===== src/rtl/uart_pkg.sv =====
// rtl/uart_pkg.sv - shared constants for the UART command sequencer and its ALU
//
// Purpose: state encoding, default widths and opcode values shared by
//          uart_alu_ctrl, frame_timeout and the external ALU.
// Ports:   none (package).
package uart_pkg;

  localparam int DBIT_DEF = 8;
  localparam int OP_W_DEF = 6;

  typedef enum logic [2:0] {
    GET_A  = 3'd0,
    GET_B  = 3'd1,
    GET_OP = 3'd2,
    EXEC   = 3'd3,
    SEND   = 3'd4
  } state_t;

  localparam logic [5:0] OP_ADD = 6'b100000;
  localparam logic [5:0] OP_SUB = 6'b100010;
  localparam logic [5:0] OP_AND = 6'b100100;
  localparam logic [5:0] OP_OR  = 6'b100101;
  localparam logic [5:0] OP_XOR = 6'b100110;
  localparam logic [5:0] OP_SRA = 6'b000011;
  localparam logic [5:0] OP_SRL = 6'b000010;
  localparam logic [5:0] OP_NOR = 6'b100111;

endpackage


===== src/rtl/frame_timeout.sv =====
// rtl/frame_timeout.sv - inter-byte idle counter with clear, enable and expire
//
// Purpose: counts enabled idle cycles; expire fires combinationally in the
//          cycle the count sits at TMO_CYC-1 while still enabled, and the
//          counter wraps back to 0 on that edge.
// Ports:   clk, reset (async, active-high)
//          clear  - force count to 0 (wins over enable)
//          enable - count this cycle
//          expire - idle budget exhausted this cycle
module frame_timeout #(
  parameter int TMO_CYC = 50_000_000,
  parameter int TMO_W   = 26
) (
  input  logic clk,
  input  logic reset,
  input  logic clear,
  input  logic enable,
  output logic expire
);

  localparam logic [TMO_W-1:0] LAST = TMO_W'(TMO_CYC - 1);

  logic [TMO_W-1:0] cnt;

  assign expire = enable && !clear && (cnt == LAST);

  always_ff @(posedge clk or posedge reset) begin
    if (reset) begin
      cnt <= '0;
    end else if (clear || expire) begin
      cnt <= '0;
    end else if (enable) begin
      cnt <= cnt + TMO_W'(1);
    end
  end

endmodule


===== src/rtl/uart_alu_ctrl.sv =====
// rtl/uart_alu_ctrl.sv - RX-frame to ALU to TX-byte command sequencer
//
// Purpose: pops operand A, operand B and opcode from the RX FIFO, presents
//          them to an external combinational ALU, registers the result and
//          pushes it into the TX FIFO. Partial frames are dropped after an
//          inter-byte timeout.
// Ports:   clk, reset (async, active-high)
//          rx_empty, r_data, rd_uart  - RX FIFO read side
//          tx_full, wr_uart, w_data   - TX FIFO write side
//          alu_a, alu_b, alu_op       - registered ALU operands
//          alu_result                 - combinational ALU output
//          busy                       - high while not waiting for a new frame
//          frame_err                  - one-cycle pulse on timeout discard
module uart_alu_ctrl
  import uart_pkg::*;
#(
  parameter int DBIT    = DBIT_DEF,
  parameter int OP_W    = OP_W_DEF,
  parameter int TMO_CYC = 50_000_000,
  parameter int TMO_W   = 26
) (
  input  logic            clk,
  input  logic            reset,
  input  logic            rx_empty,
  input  logic [DBIT-1:0] r_data,
  output logic            rd_uart,
  input  logic            tx_full,
  output logic            wr_uart,
  output logic [DBIT-1:0] w_data,
  output logic [DBIT-1:0] alu_a,
  output logic [DBIT-1:0] alu_b,
  output logic [OP_W-1:0] alu_op,
  input  logic [DBIT-1:0] alu_result,
  output logic            busy,
  output logic            frame_err
);

  state_t state, state_nxt;

  logic            in_get, in_mid, pop;
  logic            tmo_clear, tmo_enable, tmo_expire;
  logic [DBIT-1:0] alu_a_nxt, alu_b_nxt, w_data_nxt;
  logic [OP_W-1:0] alu_op_nxt;
  logic            wr_nxt, err_nxt, busy_nxt;

  assign in_get = (state == GET_A) || (state == GET_B) || (state == GET_OP);
  assign in_mid = (state == GET_B) || (state == GET_OP);

  // The pop strobe has to coincide with the edge that latches r_data, so it
  // is decoded from the state register and rx_empty rather than registered.
  // Gating with reset keeps it low while the block is held in reset.
  assign pop     = in_get && !rx_empty && !reset;
  assign rd_uart = pop;

  // Only the middle of a frame is timed; any pop or leaving GET_B/GET_OP
  // restarts the idle budget.
  assign tmo_clear  = !in_mid || pop;
  assign tmo_enable = in_mid && rx_empty;

  frame_timeout #(
    .TMO_CYC(TMO_CYC),
    .TMO_W  (TMO_W)
  ) u_frame_timeout (
    .clk   (clk),
    .reset (reset),
    .clear (tmo_clear),
    .enable(tmo_enable),
    .expire(tmo_expire)
  );

  always_ff @(posedge clk or posedge reset) begin
    if (reset) begin
      state <= GET_A;
    end else begin
      state <= state_nxt;
    end
  end

  always_comb begin
    state_nxt = state;
    case (state)
      GET_A:  if (pop) state_nxt = GET_B;
      GET_B:  if (pop) state_nxt = GET_OP; else if (tmo_expire) state_nxt = GET_A;
      GET_OP: if (pop) state_nxt = EXEC;   else if (tmo_expire) state_nxt = GET_A;
      EXEC:   state_nxt = SEND;
      SEND:   if (!tx_full) state_nxt = GET_A;
      default: state_nxt = GET_A;
    endcase
  end

  // Next values for the registered outputs. wr_uart is raised on the edge
  // leaving SEND; tx_full is only ever raised by our own pushes, so the
  // room seen in SEND is still there for the following cycle's push.
  always_comb begin
    alu_a_nxt  = alu_a;
    alu_b_nxt  = alu_b;
    alu_op_nxt = alu_op;
    w_data_nxt = w_data;
    wr_nxt     = 1'b0;
    err_nxt    = 1'b0;
    case (state)
      GET_A:  if (pop) alu_a_nxt = r_data;
      GET_B: begin
        if (pop) alu_b_nxt = r_data;
        else if (tmo_expire) err_nxt = 1'b1;
      end
      GET_OP: begin
        if (pop) alu_op_nxt = r_data[OP_W-1:0];
        else if (tmo_expire) err_nxt = 1'b1;
      end
      EXEC:   w_data_nxt = alu_result;
      SEND:   if (!tx_full) wr_nxt = 1'b1;
      default: ;
    endcase
    busy_nxt = (state_nxt != GET_A);
  end

  always_ff @(posedge clk or posedge reset) begin
    if (reset) begin
      alu_a     <= '0;
      alu_b     <= '0;
      alu_op    <= '0;
      w_data    <= '0;
      wr_uart   <= 1'b0;
      frame_err <= 1'b0;
      busy      <= 1'b0;
    end else begin
      alu_a     <= alu_a_nxt;
      alu_b     <= alu_b_nxt;
      alu_op    <= alu_op_nxt;
      w_data    <= w_data_nxt;
      wr_uart   <= wr_nxt;
      frame_err <= err_nxt;
      busy      <= busy_nxt;
    end
  end

endmodule

===== config.mk =====
export PLATFORM = sky130hd
export DESIGN_NAME = uart_alu_ctrl
export DESIGN_NICKNAME = d
export VERILOG_FILES = /design/src/rtl/uart_pkg.sv /design/src/rtl/frame_timeout.sv /design/src/rtl/uart_alu_ctrl.sv
export SDC_FILE = /design/constraint.sdc
export NUM_CORES = 1
export LEC_CHECK = 0
export ABC_AREA = 1
export CAP_MARGIN = 20
export CORE_UTILIZATION = 47
export CTS_CLUSTER_SIZE = 28
export DETAILED_ROUTE_END_ITERATION = 8
export PLACE_DENSITY_LB_ADDON = 0.12
export SLEW_MARGIN = 15
export SYNTH_ARGS = -nofsm -noshare
export SYNTH_HDL_FRONTEND = slang
export SYNTH_SLANG_ARGS = --single-unit

===== constraint.sdc =====
create_clock -name clk -period 5.18 [get_ports clk]
set_input_delay 1.554 -clock clk [delete_from_list [all_inputs] [get_ports clk]]
set_output_delay 1.554 -clock clk [all_outputs]
set_load 0.02 [all_outputs]

==> impl_metrics.ini, run 1 <==
[sta]
layout_setup_ws_ns = 0.682
min_period_over_period = 0.868
slew_violations = 0
fmaxAchievable_ghz = 0.222
fin_setup_tns_ns = 0
hold_viol_final = 0
setup_viol_count_final = 0
rsz0062_at_grt = no
max_slew_margin = 0.473
worstMarginPinSlew_ns = 0.791
period_needed_ns = 4.50
skew_ns = 0.00575

[floorplan]
die_h_um = 81.9
fp-row-count = 28
ios = 54
fp.coreArea_um2 = 6030
start_util = 0.498
design.die.area_um2 = 6710
die_w_um = 81.9

[worst_hold_path]
min_path_type = flip-flop to flip-flop
hp-start = alu_a[7]
hold_end = alu_a[7]
whs_path_depth = 2

[critical_path]
worstPathArrival_ns = 2.94
rrSetupSlack_ns = 3.32
critPathKind = input pin to output pin
slowest_delay_ns = 0.61
slowest_stage = clkdlybuf4s50_1
setup.worst_path.start_class = input pin
r2r_end = alu_b[6]
reg2reg_from = state[2]
rr_worst_depth = 5
critPathRequiredTime_ns = 3.63
end_kind = output pin
critical_path.cell_chain = clkdlybuf4s50_1 > inv_1 > nand4_2 > inv_1 > clkdlybuf4s50_1
crit_fanout = 4

[placed_design]
dpl_worst_slack_ns = 0.662
numPortBuffers = 53
gp_routability_congestion = 0.859
post_dp_cell_area_um2 = 3630
dp_hpwl_mm = 4.57

[grt]
antenna_found_initial = 0
grt_pass1_wl_mm = 10.9
grt_pass1_vias = 2363
grt_overflow = 0
grt_max_degree = 63
grtUsageTotal = 0.221

[synthesis]
avgSynthCellArea_um2 = 8.53
synth_nets = 373
synth_ff_type = dfrtp_1
synth_edf_count = 0
synth.cell_area_um2 = 3000
synth.distinct_cells = 32
yosysSeqAreaShare = 0.517
yosys_warnings = 0
synthCells = 352
ys_async_sr_fraction = 1.00
ys_ff_latch = 62

[clocking]
postCtsSetupBuffers = 0
path_clk_slew_ns = 0.07
postCtsHoldBufs = 0
clock-root-buffer = clkbuf_8
cts.sinks = 62
numCtsBuffers = 9
cts_buffer_depth = 2
cts_tree = built
h-tree-depth = 3
ctsResizeCount = 0
clock_latency_ns = 0.35

[finish]
nNetsFinal = 437
antenna_cells = 0
final_area_um2 = 3850
fillCellCount = 523
syn_to_final_growth_pct = 28.3
drive_gt1_frac = 0.126

[outcome]
status = complete, no violations

[drt]
wl_per_cell_um = 12.9
drt-vias-per-instance = 4.94
ant_nets = 0
firstDrtPassIters = 4
drc = 0
wirelength_mm = 6.37
first_iter_violations = 130
route.vias.total = 2449

[power_and_ir_drop]
vdd.ir_drop.worst_mv = 0.323
power_leakage_nw = 1.72
power.density_nw_per_um2 = 442
p_total_mw = 1.70

[flow_run]
maxCapViolations = 0
metrics by stage:
stage          utilization  hold slack (ns)  cells
2_1_floorplan            -            0.504    352
3_3_place_gp         0.602            0.456    480
3_5_place_dp         0.602            0.458    480
4_1_cts              0.639            0.477    496
5_1_grt              0.639            0.493    496
6_report             0.639            0.475    496
flip-flops by register name, summed over array words and instances, names as in the netlist:
register	cells
u_frame_timeout.cnt	26
alu_a	8
w_data	8
busy	1
frame_err	1
wr_uart	1
state	3
alu_op	6
alu_b	8
critical path, delay by kind of cell:
family | cells | cell delay [ns]
and+or+nand+nor | 1 | 0.13
buffers and inverters | 4 | 1.26
Yosys cell counts (2+ instances only):
library cell   n  area (µm²)
o21ai_0       11        55.1
nor4_1         2        12.5
nand3_1       16        80.1
nor2_1        50         188
mux2_2        14         158
xnor2_1        3        26.3
a31oi_1        2        12.5
nor2_2         4        25.0
dfrtp_1       62        1550
nand4_1        3        18.8
nor3b_1        4        30.0
nand2_2        4        25.0
inv_2          4        15.0
nand2_1       91         342
xor2_1         5        43.8
nor3_1        12        60.1
inv_1         46         173
a21oi_1        5        25.0
layer usage:
metal / track usage / vias to the layer above / part of all wire
met5: 0 / - / 0
met4: 0.0754 / 0 / 0.013
met3: 0.0689 / 8 / 0.044
met2: 0.349 / 58 / 0.47
met1: 0.286 / 1148 / 0.47
li1: - / 1235 / -
cell type report:
class,count,area (µm²),area share
inverters,50,191,0.0497
multi-input cells,237,1240,0.322
clock inverters,6,85.1,0.0221
flip-flops and latches,62,1550,0.403
clock buffers,10,138,0.0357
well taps,75,93.8,0.0244
repair buffers,56,553,0.144
where the power goes:
group          internal, mW  total (mW)  switching, mW  leakage, nW
logic                 0.272       0.564          0.292        0.803
clock network         0.282       0.480          0.198        0.108
registers             0.597       0.658         0.0616        0.811
cells by family after synthesis:
kind of cell / share of synthesized area
and+or+nand+nor: 0.297
muxes: 0.0525
adders and majority gates: 0.00417
DFF: 0.517
xor gates and xnor gates: 0.0233
AOI/OAI and AO/OA: 0.0358
buffers and inverters: 0.0704
placed cells by master, fill, tap and decap left out, drive strengths merged:
master / n
a21boi: 1
a21o: 1
a21oi: 5
a31oi: 2
buf: 3
bufinv: 2
clkbuf: 10
clkdlybuf4s50: 53
clkinv: 2
clkinvlp: 3
dfrtp: 62
ha: 1
inv: 49
mux2: 14
nand2: 95
nand3: 18
nand3b: 1
nand4: 5
nor2: 55
nor3: 13
nor3b: 4
nor4: 3
o21ai: 11
xnor2: 3
xor2: 5
worst max-delay path by stage:
stage / slack, ns / endpoint / cells past startpoint / from
after CTS: 0.66 / rd_uart / 5 / rx_empty
final: 0.68 / rd_uart / 5 / rx_empty
after detailed placement: 0.66 / rd_uart / 5 / rx_empty
after global routing: 0.58 / rd_uart / 5 / rx_empty
after global placement: 0.68 / rd_uart / 5 / rx_empty
after floorplan: 0.47 / rd_uart / 3 / reset
(Power assumes the default switching activity.)
==> run 2: changes to the inputs <==
--- a/config.mk
+++ b/config.mk
@@ -7,7 +7,10 @@
 export LEC_CHECK = 0
 export ABC_AREA = 1
 export CAP_MARGIN = 20
-export CORE_UTILIZATION = 47
+export CELL_PAD_IN_SITES_DETAIL_PLACEMENT = 1
+export CELL_PAD_IN_SITES_GLOBAL_PLACEMENT = 1
+export CORE_UTILIZATION = 35
+export CTS_CLUSTER_DIAMETER = 50
 export CTS_CLUSTER_SIZE = 28
 export DETAILED_ROUTE_END_ITERATION = 8
 export PLACE_DENSITY_LB_ADDON = 0.12
==> run 2 against run 1 <==
Utilization decreased by 17 points. First-iteration DRC count decreased by 28%. Register-to-register slack got worse by 0.11 ns. Via count increased by 2.0%. Sequential power about the same. Count of clock-buffer cells in the layout increased by 1.
==> impl_metrics.ini, run 2 (synthesized netlist as in run 1, its figures left out) <==
[outcome]
status = complete, no violations

[floorplan]
fp.coreArea_um2 = 8260
fp-row-count = 33
ios = 54
start_util = 0.364
die_h_um = 94.6
design.die.area_um2 = 8950
die_w_um = 94.6

[finish]
drive_gt1_frac = 0.124
syn_to_final_growth_pct = 28.8
final_core_util = 0.468
top_register = u_frame_timeout.cnt
stdcell_count = 526
nNetsFinal = 437
antenna_cells = 0
final_common_cell = nand2_1
layout_common_cells = nand2_1, dfrtp_1, clkdlybuf4s50_1, nor2_1, inv_1
largest_reg_flops = 26

[drt]
wirelength_mm = 7.68
first_iter_violations = 94
drt-vias-per-instance = 4.75
wl_per_cell_um = 14.6
firstDrtPassIters = 4
route.vias.total = 2499
drc = 0
ant_nets = 0
met3_length_um = 242
met1_length_mm = 3.71
routed.top_layer = met4
wl_met2_mm = 3.63

[critical_path]
worstPathArrival_ns = 2.94
critPathRequiredTime_ns = 3.63
setup.worst_path.start_class = input pin
reg2reg_from = state[1]
critPathKind = input pin to output pin
crit_fanout = 4
critical_path.startpoint = rx_empty
rrSetupSlack_ns = 3.21
end_kind = output pin
r2r_end = u_frame_timeout.cnt[20]
rr_worst_depth = 9

[power_and_ir_drop]
seqPwrFrac = 0.393
switching_share = 0.339
p_switching_mw = 0.567
power.density_nw_per_um2 = 432
clock_power_share = 0.264
vdd.ir_drop.worst_mv = 0.253
p_comb_frac = 0.343
power.internal_mw = 1.10
power_leakage_nw = 1.71

[sta]
skew_ns = 0.00758
min_period_over_period = 0.868
layout_setup_ws_ns = 0.686
slew_violations = 0
setup_viol_count_final = 0
worstMarginPinSlew_ns = 0.795
fmaxAchievable_ghz = 0.223
hold_viol_final = 0
hold_ws_ns = 0.477
rsz0062_at_grt = no
period_needed_ns = 4.49
max_slew_margin = 0.470
fin_setup_tns_ns = 0

[placed_design]
numPortBuffers = 53
dp_cells = 510
dpl_worst_slack_ns = 0.670
gp_routability_congestion = 0.775
dp_hpwl_mm = 5.56

[grt]
grt_pass1_vias = 2651
grt_overflow = 0
grt_max_degree = 63
antenna_found_initial = 0
grtUsageTotal = 0.196
grt_pass1_wl_mm = 13.2

[clocking]
h-tree-depth = 3
cts.sinks = 62
postCtsHoldBufs = 0
cts_tree = built
clock-root-buffer = clkbuf_8
postCtsSetupBuffers = 0
path_clk_slew_ns = 0.07
clock_latency_ns = 0.34
cts_buffer_depth = 2
numCtsBuffers = 9
ctsResizeCount = 0

[flow_run]
maxCapViolations = 0

[worst_hold_path]
min_path_type = flip-flop to flip-flop
hp-start = alu_a[6]
hold_end = alu_a[6]
whs_path_depth = 2
[run 2: per-stage QoR]
step	power [mW]	cell area (µm²)
floorplan	0.958	3010
global placement	1.23	3670
detailed placement	1.25	3670
CTS	1.69	3870
global route	1.77	3870
finish	1.67	3870
[run 2: per-layer routing]
metal  vias up  GRT usage
met5         -          0
met4         0     0.0795
met3         6     0.0330
met2        39      0.302
met1      1220      0.273
li1       1234          -
[run 2: worst max-delay path by stage]
stage	to	depth (start not counted)
after floorplan	rd_uart	3
after global placement	rd_uart	5
after detailed placement	rd_uart	5
after CTS	rd_uart	5
after global routing	rd_uart	5
final	rd_uart	5
[run 2: worst max-delay path, stage by stage]
cell	delay (ns)
clkdlybuf4s50_1	0.42
inv_1	0.13
nand4_2	0.12
inv_1	0.10
clkdlybuf4s50_1	0.61
[run 2: power by group through the flow]
stage	Combinational [mW]	Sequential [mW]	Clock (mW)
after floorplan	0.161	0.798	0
after global routing	0.617	0.675	0.474
after global placement	0.571	0.663	0
after detailed placement	0.580	0.668	0
final	0.573	0.656	0.442
after CTS	0.584	0.659	0.451
[run 2: layout make-up]
class                   count  area (µm²)
clock inverters             5        58.8
fillers                   985        4390
inverters                  50         191
clock buffers              11         141
multi-input cells         237        1240
well taps                 105         131
repair buffers             56         553
flip-flops and latches     62        1550
